File: config.mk
export PLATFORM = sky130hd
export DESIGN_NAME = bpfvm_sched
export DESIGN_NICKNAME = d
export VERILOG_FILES = /design/src/rtl/bpfvm_pkg.sv /design/src/rtl/bpfvm_sched_buf.sv /design/src/rtl/bpfvm_sched.sv
export SDC_FILE = /design/constraint.sdc
export NUM_CORES = 1
export LEC_CHECK = 0
export BUFFER_PORTS_ARGS = -buffer_cell sky130_fd_sc_hd__buf_2
export CORE_MARGIN = 2
export CORE_UTILIZATION = 50
export DETAILED_ROUTE_END_ITERATION = 8
export PLACE_DENSITY_LB_ADDON = 0.05
export SKIP_CTS_REPAIR_TIMING = 1
export SLEW_MARGIN = 15
export SYNTH_ARGS = -nofsm -noshare
export SYNTH_HDL_FRONTEND = slang
export SYNTH_SLANG_ARGS = --single-unit
export TNS_END_PERCENT = 100
File: constraint.sdc
create_clock -name clk -period 3.81 [get_ports clk]
set_clock_uncertainty 0.2 [all_clocks]
set_input_delay 0.1905 -clock clk [delete_from_list [all_inputs] [get_ports clk]]
set_output_delay 0.1905 -clock clk [all_outputs]
set_load 0.005 [all_outputs]
File: src/rtl/bpfvm_pkg.sv
//------------------------------------------------------------------------------
// Module   : bpfvm_pkg
// Purpose  : Shared definitions for the BPF CPU packet-buffer scheduler:
//            per-buffer state encoding and the number of ping-pong buffers.
// Ports    : none (package)
// Revision : 1.0 - initial release
//------------------------------------------------------------------------------
`default_nettype none

package bpfvm_pkg;

  // Two buffers alternate between the snooper, the CPU and the forwarder.
  localparam int NUM_BUFS = 2;

  typedef logic [2:0] buf_state_t;

  localparam buf_state_t BUF_EMPTY    = 3'd0;
  localparam buf_state_t BUF_FILLING  = 3'd1;
  localparam buf_state_t BUF_READY    = 3'd2;
  localparam buf_state_t BUF_FILTER   = 3'd3;
  localparam buf_state_t BUF_ACCEPTED = 3'd4;

endpackage

`default_nettype wire

File: src/rtl/bpfvm_sched_buf.sv
//------------------------------------------------------------------------------
// Module   : bpfvm_sched_buf
// Purpose  : State and length register for one packet buffer. Moves through
//            EMPTY -> FILLING -> READY -> FILTER -> ACCEPTED -> EMPTY under the
//            control of one-cycle strobes from the scheduler top level.
// Ports    : clk, rst (async, active-low)
//            alloc    - EMPTY -> FILLING
//            done     - FILLING -> READY (or EMPTY when done_len is zero)
//            done_len - packet length captured with done
//            start    - READY -> FILTER
//            accept   - FILTER -> ACCEPTED (takes priority over reject)
//            reject   - FILTER -> EMPTY
//            drain    - ACCEPTED -> EMPTY
//            state    - current buffer state
//            len      - last captured packet length
// Revision : 1.0 - initial release
//------------------------------------------------------------------------------
`default_nettype none

module bpfvm_sched_buf
  import bpfvm_pkg::*;
#(
  parameter int LEN_WIDTH = 32
) (
  input  logic                 clk,
  input  logic                 rst,
  input  logic                 alloc,
  input  logic                 done,
  input  logic [LEN_WIDTH-1:0] done_len,
  input  logic                 start,
  input  logic                 accept,
  input  logic                 reject,
  input  logic                 drain,
  output buf_state_t           state,
  output logic [LEN_WIDTH-1:0] len
);

  buf_state_t           r_state;
  buf_state_t           w_state_nxt;
  logic [LEN_WIDTH-1:0] r_len;

  // Each strobe only has an effect in the state it belongs to, so the top
  // level may raise strobes without re-checking this buffer's state.
  always_comb begin
    w_state_nxt = r_state;
    case (r_state)
      BUF_EMPTY:    if (alloc) w_state_nxt = BUF_FILLING;
      BUF_FILLING:  if (done) w_state_nxt = (done_len == '0) ? BUF_EMPTY : BUF_READY;
      BUF_READY:    if (start) w_state_nxt = BUF_FILTER;
      BUF_FILTER: begin
        if (accept)      w_state_nxt = BUF_ACCEPTED;
        else if (reject) w_state_nxt = BUF_EMPTY;
      end
      BUF_ACCEPTED: if (drain) w_state_nxt = BUF_EMPTY;
      default:      w_state_nxt = BUF_EMPTY;
    endcase
  end

  always_ff @(posedge clk or negedge rst) begin
    if (!rst) begin
      r_state <= BUF_EMPTY;
      r_len   <= '0;
    end else begin
      r_state <= w_state_nxt;
      if ((r_state == BUF_FILLING) && done) r_len <= done_len;
    end
  end

  assign state = r_state;
  assign len   = r_len;

endmodule

`default_nettype wire

File: src/rtl/bpfvm_sched.sv
//------------------------------------------------------------------------------
// Module   : bpfvm_sched
// Purpose  : Ping-pong packet buffer scheduler for one BPF CPU core. Hands each
//            of two buffers in turn to the snooper (fill), the CPU (filter)
//            and the forwarder (drain); holds the CPU in reset between packets.
// Ports    : clk, rst (async, active-low)
//            sn_grant/sn_buf, sn_done/sn_len        - snooper side
//            cpu_rst/cpu_buf/packet_len, cpu_acc/rej - CPU side
//            fwd_valid/fwd_buf/fwd_len, fwd_done     - forwarder side
//            acc_cnt/rej_cnt                         - wrapping statistics
//            wdog_trip                               - CPU timeout pulse
// Config   : BPFVM_SCHED_WATCHDOG_EN - enables the CPU verdict watchdog
//            (WDOG_CYCLES); when undefined wdog_trip is tied low.
// Revision : 1.0 - initial release
//------------------------------------------------------------------------------
`default_nettype none

module bpfvm_sched
  import bpfvm_pkg::*;
#(
  parameter int LEN_WIDTH   = 32,
  parameter int WDOG_CYCLES = 4096,
  parameter int CNT_WIDTH   = 32
) (
  input  logic                 clk,
  input  logic                 rst,
  output logic                 sn_grant,
  output logic                 sn_buf,
  input  logic                 sn_done,
  input  logic [LEN_WIDTH-1:0] sn_len,
  output logic                 cpu_rst,
  output logic                 cpu_buf,
  output logic [LEN_WIDTH-1:0] packet_len,
  input  logic                 cpu_acc,
  input  logic                 cpu_rej,
  output logic                 fwd_valid,
  output logic                 fwd_buf,
  output logic [LEN_WIDTH-1:0] fwd_len,
  input  logic                 fwd_done,
  output logic [CNT_WIDTH-1:0] acc_cnt,
  output logic [CNT_WIDTH-1:0] rej_cnt,
  output logic                 wdog_trip
);

  buf_state_t           w_state [NUM_BUFS];
  logic [LEN_WIDTH-1:0] w_len   [NUM_BUFS];

  logic [NUM_BUFS-1:0] w_is_empty;
  logic [NUM_BUFS-1:0] w_is_fill;
  logic [NUM_BUFS-1:0] w_is_ready;
  logic [NUM_BUFS-1:0] w_is_acc;

  logic r_old;        // age bit: which READY buffer became READY first
  logic w_alloc_en, w_alloc_idx;
  logic w_fill_idx, w_done_en, w_zero_len;
  logic w_start_en, w_start_idx;
  logic w_filtering, w_acc, w_rej, w_tmo;
  logic w_acc_idx, w_drain;

  //--------------------------------------------------------------------------
  // Per-buffer state registers
  //--------------------------------------------------------------------------
  for (genvar gi = 0; gi < NUM_BUFS; gi++) begin : g_buf
    localparam logic IDX = 1'(gi);

    bpfvm_sched_buf #(.LEN_WIDTH(LEN_WIDTH)) u_buf (
      .clk      (clk),
      .rst      (rst),
      .alloc    (w_alloc_en && (w_alloc_idx == IDX)),
      .done     (w_done_en  && (w_fill_idx  == IDX)),
      .done_len (sn_len),
      .start    (w_start_en && (w_start_idx == IDX)),
      .accept   (w_acc && (cpu_buf == IDX)),
      .reject   ((w_rej || w_tmo) && (cpu_buf == IDX)),
      .drain    (w_drain && (fwd_buf == IDX)),
      .state    (w_state[gi]),
      .len      (w_len[gi])
    );

    assign w_is_empty[gi] = (w_state[gi] == BUF_EMPTY);
    assign w_is_fill[gi]  = (w_state[gi] == BUF_FILLING);
    assign w_is_ready[gi] = (w_state[gi] == BUF_READY);
    assign w_is_acc[gi]   = (w_state[gi] == BUF_ACCEPTED);
  end

  //--------------------------------------------------------------------------
  // Snooper arbitration. Decisions use the current buffer states only, so a
  // buffer freed this cycle becomes allocatable from the next edge.
  //--------------------------------------------------------------------------
  assign sn_grant    = |w_is_fill;
  assign w_fill_idx  = w_is_fill[1];
  assign w_alloc_en  = !sn_grant && (|w_is_empty);
  assign w_alloc_idx = w_is_empty[0] ? 1'b0 : 1'b1;
  assign w_done_en   = sn_done && sn_grant;
  assign w_zero_len  = w_done_en && (sn_len == '0);

  //--------------------------------------------------------------------------
  // CPU arbitration. cpu_rst is only high while no buffer is in FILTER, so a
  // release can happen at most every other edge.
  //--------------------------------------------------------------------------
  assign w_start_en  = cpu_rst && (|w_is_ready);
  assign w_start_idx = (&w_is_ready) ? r_old : w_is_ready[1];
  assign w_filtering = !cpu_rst && (w_state[cpu_buf] == BUF_FILTER);
  assign w_acc       = w_filtering && cpu_acc;
  assign w_rej       = w_filtering && !cpu_acc && cpu_rej;

  //--------------------------------------------------------------------------
  // Forwarder. Once busy it only listens to fwd_done; any other ACCEPTED
  // buffer is picked up on a later edge.
  //--------------------------------------------------------------------------
  assign w_drain   = fwd_done && fwd_valid;
  assign w_acc_idx = w_is_acc[0] ? 1'b0 : 1'b1;

  always_ff @(posedge clk or negedge rst) begin
    if (!rst) begin
      sn_buf     <= 1'b0;
      r_old      <= 1'b0;
      cpu_rst    <= 1'b1;
      cpu_buf    <= 1'b0;
      packet_len <= '0;
      fwd_valid  <= 1'b0;
      fwd_buf    <= 1'b0;
      fwd_len    <= '0;
      acc_cnt    <= '0;
      rej_cnt    <= '0;
    end else begin
      if (w_alloc_en) sn_buf <= w_alloc_idx;

      // A buffer turning READY is the oldest unless the other is already
      // waiting in READY.
      if (w_done_en && (sn_len != '0) && !w_is_ready[~w_fill_idx])
        r_old <= w_fill_idx;

      if (w_start_en) begin
        cpu_rst    <= 1'b0;
        cpu_buf    <= w_start_idx;
        packet_len <= w_len[w_start_idx];
      end else if (w_acc || w_rej || w_tmo) begin
        cpu_rst <= 1'b1;
      end

      if (w_drain) begin
        fwd_valid <= 1'b0;
      end else if (!fwd_valid && (|w_is_acc)) begin
        fwd_valid <= 1'b1;
        fwd_buf   <= w_acc_idx;
        fwd_len   <= w_len[w_acc_idx];
      end

      acc_cnt <= acc_cnt + CNT_WIDTH'(w_acc);
      rej_cnt <= rej_cnt + CNT_WIDTH'(w_rej || w_tmo) + CNT_WIDTH'(w_zero_len);
    end
  end

  //--------------------------------------------------------------------------
  // CPU verdict watchdog
  //--------------------------------------------------------------------------
`ifdef BPFVM_SCHED_WATCHDOG_EN
  localparam int WD_W = $clog2(WDOG_CYCLES + 1);

  logic [WD_W-1:0] r_wdog;

  // Expiry fires during the WDOG_CYCLES-th cycle in FILTER; a verdict in
  // that same cycle takes precedence.
  assign w_tmo = w_filtering && !cpu_acc && !cpu_rej &&
                 (r_wdog == WD_W'(WDOG_CYCLES - 1));

  always_ff @(posedge clk or negedge rst) begin
    if (!rst) begin
      r_wdog <= '0;
    end else if (w_start_en) begin
      r_wdog <= '0;
    end else if (w_filtering) begin
      r_wdog <= r_wdog + 1'b1;
    end
  end
`else
  // No timeout without the watchdog; the term keeps WDOG_CYCLES referenced.
  assign w_tmo = 1'b0 & (WDOG_CYCLES != 0);
`endif

  assign wdog_trip = w_tmo;

endmodule

`default_nettype wire

==> out/results.txt, run 1 <==
Worst Tran Pin Value = 1.07 ns
Routability cong. = 0.820
Critical Setup Path Class = in2reg
Clock latency on the worst-skew pair = 0.51 ns
P per Cell Area = 738 nW/µm²
Slowest cell on the critical path = dlygate4sd3_1
Arr. time, crit path = 3.71 ns
Hold Crit Class = in2async
R2R Setup Slk = 0.40 ns
Fillers = 1400
Hold Fails Final Rpt = 0
Clock-pin slew on the worst setup and hold paths = 0.06 ns
GRT overflow = 0
Vias = 6847
Commonest non-fill, non-tap cell in the layout = dfrtp_1
Worst r2r src = g_buf[1].u_buf.state[0]
Syn. warnings = 0
Slew HR = 0.287
Largest fanout on the critical path = 5
Fin crit share = 0.914
Root Buffer = clkbuf_16
Global-route wire length before repair = 35.0 mm
CP cell instances = dlygate4sd3_1, buf_2, nor4_1, nand4_1, nor2_1, nand3_1, fa_1, inv_1, ha_1, nand3_1, or3_1, nor3_1, xor2_1
Area grow syn2layout = 24.9%
Slew Limit Fails = 0
Final std cells w/o fill = 1210
CTS Buffer Depth = 3
Status = finished clean
Vias per Instance = 5.66
IO Count = 173
Synthesized area per cell = 11.6 µm²
Most frequent cells in the layout = dfrtp_1 (203), buf_2 (170), nand2_1 (85), mux2_2 (57)
NumNets Final = 1011
CTS Buf Count = 22
PortBufs = 171
Diode count = 0
Top FF cell, synth = dfrtp_1
RSZ-0062 raised after global routing = false
Unique masters post-synth = 62
H-tree depth = 1
Vias in the first global route = 6606
Area occupied by multi-input gates = 3370 µm²
Most used cell, CP = nand3_1
Mapped Cells = 764
Sequential Area = 5110 µm²
Ys async rst share = 1.00
Share of post-route cells with drive strength above 1 = 0.294
Initial DRT Pass Iterations = 5
CP peak stage delay = 0.53 ns
Max Cap Viol = 0
Core footprint = 17300 µm²
Die W = 137 µm
Dpl cells = 1132
Total Routing Usage GR = 0.239
Number of synthesized flops with an enable pin = 0
Worst Setup Start Kind = input port
Sink Count = 204
Final ANT Viol Nets = 0
Largest net degree at the start of global routing = 140
Seq cells post-synth = 204
Crit path time final = 3.48 ns
Number of antenna violations at the first check in global routing = 0
Fmax = 287 MHz
Setup Total Neg Slack = 0 ns
HPWL after DPL = 14.2 mm
Initial core utilization = 0.511
WL final = 22.8 mm
Routed wire per std cell = 18.8 µm
Final setup fails = 0
Starting DRT DRC Count = 546
Nature of the critical path endpoint = flop
FP Rows = 48
Post-Syn Area = 8840 µm²
Drt drc = 0
Leakage = 5.49 nW
Die Y = 137 µm
Peak supply drop = 0.444 mV
Die area = 18800 µm²
RR Endpoint = rej_cnt[22]
Sequential area share after synthesis = 0.577
Worst reg2reg path depth = 10
Syn_nets = 806
Data required time at the worst endpoint = 4.04 ns
CTS tree = done
-- critical path: cells and delay by family --
family / cells / cell delay [ns]
buffers and inverters: 3 / 0.77
XOR/XNOR: 1 / 0.18
AND/OR/NAND/NOR: 7 / 1.93
adder cells (fa/ha/maj): 2 / 0.63
-- cells by family after synthesis --
family,after synthesis,synth area share
XOR/XNOR,60,0.0594
multiplexers,64,0.0815
adder cells (fa/ha/maj),4,0.00651
other,1,0.000424
AO/OA/AOI/OAI,102,0.0905
flip-flops,204,0.577
AND/OR/NAND/NOR,245,0.140
buffers and inverters,84,0.0443
-- how the worst max path moves through the flow --
stage	cells past startpoint	end	start
after detailed placement	12	rej_cnt[22]	sn_len[10]
final	13	rej_cnt[22]	sn_len[25]
after floorplan	11	rej_cnt[12]	g_buf[1].u_buf.state[1]
after global routing	13	rej_cnt[22]	sn_len[25]
after global placement	12	rej_cnt[24]	sn_len[10]
after CTS	10	rej_cnt[22]	g_buf[1].u_buf.state[1]
-- state kept, by name, summed over array words and instances (netlist names), 6 cells and up --
| register | count |
|---|---|
| packet_len | 32 |
| rej_cnt | 32 |
| acc_cnt | 32 |
| g_buf.u_buf.len | 64 |
| fwd_len | 32 |
| g_buf.u_buf.state | 6 |
-- power by group --
group          internal (W)  switching, W  total, W
registers           0.00294      0.000605   0.00355
clock network       0.00144      0.000871   0.00231
logic               0.00115       0.00115   0.00230
-- layer usage --
metal  vias to the layer above  share of wire  track usage
met5                         -              0            0
met4                         0          0.022       0.0630
met3                        45          0.071       0.0437
met2                       244           0.49        0.398
met1                      3421           0.41        0.323
li1                       3137              -            -
-- cells in the mapped netlist (12+ instances only) --
cell type | number | share of area
inv_1 | 47 | 0.020
a31oi_1 | 33 | 0.023
xnor2_1 | 31 | 0.031
nor3_1 | 16 | 0.0091
nor2_1 | 47 | 0.020
and3_1 | 12 | 0.0085
buf_2 | 19 | 0.011
nand3_1 | 24 | 0.014
a222oi_1 | 32 | 0.036
xor2_1 | 29 | 0.029
dfrtp_1 | 203 | 0.57
nand2_1 | 85 | 0.036
nand4_1 | 14 | 0.0099
mux2_2 | 57 | 0.073
nor4_1 | 13 | 0.0092
-- through the flow --
step / worst slack (ns) / area (µm²) / util / hold slack [ns] / power (W)
after detailed placement: 0.339 / 9870 / 0.571 / 0.247 / 0.00584
after CTS: 0.386 / 10700 / 0.617 / -0.273 / 0.00818
after floorplan: 0.633 / 8840 / - / -0.305 / 0.00492
final: 0.328 / 11100 / 0.639 / 0.186 / 0.00815
after global routing: 0.0951 / 11100 / 0.639 / 0.291 / 0.00865
after global placement: 0.469 / 9870 / 0.571 / 0.232 / 0.00570
-- area by class of cell --
cell class                 count  area share
multi-input combinational    476       0.305
clock inverter                 8      0.0104
sequential                   204       0.462
clock buffer                  32      0.0615
timing repair buffer         218       0.120
inverter                      47      0.0160
tap                          225      0.0255
Power figures use the tool's default switching activity.
==> run 2: changes to the inputs <==
--- a/config.mk
+++ b/config.mk
@@ -6,6 +6,7 @@
 export NUM_CORES = 1
 export LEC_CHECK = 0
 export BUFFER_PORTS_ARGS = -buffer_cell sky130_fd_sc_hd__buf_2
+export CORE_ASPECT_RATIO = 1.75
 export CORE_MARGIN = 2
 export CORE_UTILIZATION = 50
 export DETAILED_ROUTE_END_ITERATION = 8
==> run 2 against run 1 <==
Compared with the run above: cell count increased by 0.33%; non-clock buffer count grew 2; register-to-register slack about the same; core utilization shrank 0.88 points; critical path depth unchanged; via count shrank 1.9%; cell area is 0.93% lower; clock-buffer cell count down 5; largest cell class unchanged; highest routed layer unchanged.
==> out/results.txt, run 2 (synthesis gave the netlist of run 1 again) <==
Worst r2r src = g_buf[1].u_buf.state[0]
Hold Crit Class = in2async
Most used cell, CP = nand3_1
Status = finished clean
GRT overflow = 0
Slew HR = 0.353
RSZ-0062 raised after global routing = false
Vias = 6716
Arr. time, crit path = 3.77 ns
Final ANT Viol Nets = 0
Sink Count = 204
CTS Buf Count = 20
Root Buffer = clkbuf_16
Vias in the first global route = 6940
P per Cell Area = 717 nW/µm²
Total Routing Usage GR = 0.238
FP Rows = 64
Critical Setup Path Class = in2reg
Delay-heaviest family, CP = simple AND/OR/NAND/NOR gates
Most frequent cells in the layout = dfrtp_1 (203), buf_2 (170), nand2_1 (85), mux2_2 (57)
Worst Setup Start Kind = input port
Max Cap Viol = 0
CP peak stage delay = 0.54 ns
Core footprint = 17400 µm²
Internal power = 0.00526 W
Slew Limit Fails = 0
Largest fanout on the critical path = 5
Fmax = 281 MHz
Number of antenna violations at the first check in global routing = 0
Setup slack after layout = 0.252 ns
Max reg flops = 64
CTS Buffer Depth = 3
Nature of the critical path endpoint = flop
Routed wire per std cell = 18.7 µm
Sequential Power Share = 0.453
Vias per Instance = 5.53
WL final = 22.7 mm
Sw Share = 0.330
Pre-CTS setup slack = 0.119 ns
Diode count = 0
Die W = 105 µm
Die area = 18800 µm²
Fin crit share = 0.934
Worst Tran Pin Value = 0.971 ns
NumNets Final = 1011
H-tree depth = 1
Area grow syn2layout = 23.8%
Clock latency on the worst-skew pair = 0.49 ns
Die Y = 180 µm
Routability cong. = 0.809
Setup Total Neg Slack = 0 ns
Largest net degree at the start of global routing = 82
Hold Fails Final Rpt = 0
Combinational cell fraction of total power = 0.292
PortBufs = 171
Data required time at the worst endpoint = 4.02 ns
Drt drc = 0
Initial core utilization = 0.509
Clock share of power = 0.255
Slowest cell on the critical path = dlygate4sd3_1
Crit path time final = 3.56 ns
Commonest non-fill, non-tap cell in the layout = dfrtp_1
Initial DRT Pass Iterations = 8
Share of post-route cells with drive strength above 1 = 0.295
Global-route wire length before repair = 36.4 mm
Starting DRT DRC Count = 524
Leakage = 5.43 nW
Final setup fails = 0
CP cell instances = dlygate4sd3_1, buf_2, nor4_1, nand4_1, nor2_1, nand3_1, fa_1, inv_1, ha_1, nand3_1, or3_1, nor3_1, xor2_1
Buf/Inv on CP = 3
Clock-pin slew on the worst setup and hold paths = 0.06 ns
HPWL after DPL = 15.0 mm
IO Count = 173
Peak supply drop = 0.531 mV
Crit path from = sn_len[18]
CTS tree = done
Net Switching = 0.00259 W
Final Power = 0.00785 W
==> run 2: power groups by stage <==
stage | Combinational [W] | Sequential (W) | Clock [W]
finish | 0.00229 | 0.00356 | 0.00200
global route | 0.00254 | 0.00367 | 0.00213
CTS | 0.00229 | 0.00355 | 0.00205
detailed placement | 0.00228 | 0.00359 | 0
global placement | 0.00221 | 0.00351 | 0
floorplan | 0.00148 | 0.00344 | 0
==> run 2: metrics by stage <==
step	std cells	utilization	hold WS (ns)	cell area [µm²]
final	1214	0.630	0.0874	10900
after global routing	1214	0.630	0.147	10900
after CTS	1177	0.609	-0.472	10600
after detailed placement	1141	0.570	0.0473	9900
after global placement	1141	0.570	0.0358	9900
after floorplan	764	-	-0.305	8840
==> run 2: layer usage <==
metal / vias up / track usage / wire, µm
li1: 3118 / - / -
met1: 3353 / 0.283 / 8830
met2: 215 / 0.438 / 12200
met3: 30 / 0.0413 / 1240
met4: 0 / 0.0665 / 431
met5: - / 0 / 0
==> run 2: layout make-up <==
class                           instances  area, µm²
Clock buffer                           27        598
Timing Repair Buffer                  220       1340
Multi-Input combinational cell        476       3370
Tap cell                              231        289
Clock inverter                          9       75.1
Sequential cell                       204       5110
Fill cell                            1446       6430
Inverter                               47        176
==> run 2: worst register-to-register path, stage by stage (launching register included) <==
cell and delay [ns]:
dfrtp_1 0.53, or3b_2 0.56, o21ai_0 0.14, nand3_1 0.16, fa_1 0.46, inv_1 0.10
ha_1 0.17, nand3_1 0.17, or3_1 0.43, nor3_1 0.25, xor2_1 0.17
==> run 2: worst paths after layout <==
kind                            endpoint  cells past startpoint  slack, ns
max in group asynchronous    acc_cnt[20]                      3       2.21
min in group clk             acc_cnt[31]                      1       0.27
max reg2reg                  rej_cnt[24]                     10       0.40
min reg2reg                  acc_cnt[31]                      1       0.27
max                          rej_cnt[24]                     13       0.25
min                        packet_len[8]                      2       0.09
==> run 3: changes to the inputs <==
==> constraint.sdc (replaced) <==
create_clock -name clk -period 3 [get_ports clk]
set_clock_uncertainty 0.2 [all_clocks]
set_input_delay 0.15 -clock clk [delete_from_list [all_inputs] [get_ports clk]]
set_output_delay 0.15 -clock clk [all_outputs]
set_load 0.005 [all_outputs]
==> run 3 against run 2 <==
Compared with the run above: via count rose by 5.0%; setup slack got worse by 0.16 ns; largest cell class unchanged; sequential cell count unchanged.
==> out/results.txt, run 3 (synthesis gave the netlist of run 1 again) <==
Hold Crit Class = in2async
Nature of the critical path endpoint = flop
Die Y = 180 µm
Max reg flops = 64
Fin crit share = 0.968
Routed wire per std cell = 18.5 µm
Slew HR = 0.508
H-tree depth = 1
CTS Buffer Depth = 3
Data required time at the worst endpoint = 3.20 ns
Vias in the first global route = 7349
Drt drc = 0
Worst Tran Pin Value = 0.737 ns
Root Buffer = clkbuf_16
Largest fanout on the critical path = 4
Commonest non-fill, non-tap cell in the layout = dfrtp_1
PortBufs = 171
WL final = 23.3 mm
RR Endpoint = rej_cnt[22]
Dpl cells = 1183
Share of post-route cells with drive strength above 1 = 0.327
Vias = 7052
Clock-pin slew on the worst setup and hold paths = 0.07 ns
Combinational cell fraction of total power = 0.313
HPWL after DPL = 15.7 mm
GRT overflow = 0
Area grow syn2layout = 27.3%
Sw Share = 0.330
RSZ-0062 raised after global routing = true
Die W = 105 µm
Crit path time final = 2.90 ns
Worst Setup Start Kind = flop
Pre-CTS setup slack = -0.448 ns
Sequential Power Share = 0.446
R2R Setup Slk = 0.1 ns
Status = finished clean
Worst reg2reg path depth = 10
Clock share of power = 0.240
Die area = 18800 µm²
Slew Limit Fails = 0
Setup Total Neg Slack = 0 ns
Net Switching = 0.00329 W
Sink Count = 204
Setup slack after layout = 0.0969 ns
Worst r2r src = g_buf[1].u_buf.state[1]
Number of antenna violations at the first check in global routing = 1
Final std cells w/o fill = 1255
Total Routing Usage GR = 0.248
Placement Cell Area = 10200 µm²
FP Rows = 64
Fmax = 344 MHz
Largest net degree at the start of global routing = 91
Max Cap Viol = 0
Clock latency on the worst-skew pair = 0.48 ns
Leakage = 5.63 nW
CTS tree = done
Core footprint = 17400 µm²
Routability cong. = 0.838
IO Count = 173
Hold Fails Final Rpt = 0
Starting DRT DRC Count = 379
Initial core utilization = 0.509
Vias per Instance = 5.62
Global-route wire length before repair = 38.0 mm
Peak supply drop = 0.641 mV
Post-layout util = 0.648
Final ANT Viol Nets = 0
Internal power = 0.00669 W
Final Cell Area = 11300 µm²
P per Cell Area = 886 nW/µm²
Final setup fails = 0
Initial DRT Pass Iterations = 7
Most frequent cells in the layout = dfrtp_1 (203), buf_2 (170), nand2_1 (85), mux2_2 (57), buf_4 (54)
CTS Buf Count = 20
Arr. time, crit path = 3.11 ns
Fillers = 1462
Critical Setup Path Class = reg2reg
NumNets Final = 1054
==> run 3: per-layer routing <==
metal  wire [µm]  part of all wire  vias up  GRT usage
met4         736             0.032        0     0.0924
met5           0                 0        -          0
met1        8910              0.38     3536      0.295
met3        1360             0.058       55     0.0384
li1            -                 -     3214          -
met2       12300              0.53      247      0.449
==> run 3: per-stage QoR <==
stage	total power [W]	hold WS [ns]
floorplan	0.00626	-0.346
global placement	0.00741	0.0441
detailed placement	0.00760	0.0571
CTS	0.0100	-0.456
global route	0.0106	0.147
finish	0.00998	0.0708
==> run 3: area by class of cell <==
class / count / area [µm²] / area share
diodes: 1 / 2.50 / 0.000222
clock buffers: 29 / 606 / 0.0538
clock inverters: 4 / 20.0 / 0.00178
inverters: 47 / 176 / 0.0157
multi-input cells: 476 / 3400 / 0.302
flip-flops and latches: 204 / 5110 / 0.453
well taps: 231 / 289 / 0.0257
repair buffers: 263 / 1660 / 0.147
==> run 3: worst max path at each step <==
stage | end | start | slack, ns | cells past startpoint
after floorplan | rej_cnt[24] | g_buf[1].u_buf.state[1] | 0.08 | 11
after global placement | rej_cnt[23] | sn_len[18] | -0.36 | 11
after detailed placement | rej_cnt[24] | sn_len[18] | -0.45 | 13
after CTS | rej_cnt[22] | sn_len[18] | 0.04 | 13
after global routing | rej_cnt[24] | g_buf[1].u_buf.state[1] | -0.06 | 10
final | rej_cnt[22] | g_buf[1].u_buf.state[1] | 0.1 | 10
==> run 3: critical path, cell delays in order (launching register included) <==
cell and delay [ns]:
dfrtp_1 0.39, or3b_4 0.42, o21ai_2 0.09, nand3_1 0.12
fa_1 0.42, inv_1 0.08, ha_1 0.19, nand3_2 0.10
or3_4 0.37, nor3_1 0.27, xor2_1 0.18
==> run 3: power by group through the flow <==
stage | Clock [W] | Sequential (W) | Combinational (W)
after global placement | 0 | 0.00441 | 0.00300
after global routing | 0.00258 | 0.00457 | 0.00346
after CTS | 0.00246 | 0.00444 | 0.00312
after floorplan | 0 | 0.00437 | 0.00189
after detailed placement | 0 | 0.00449 | 0.00312
final | 0.00240 | 0.00445 | 0.00313
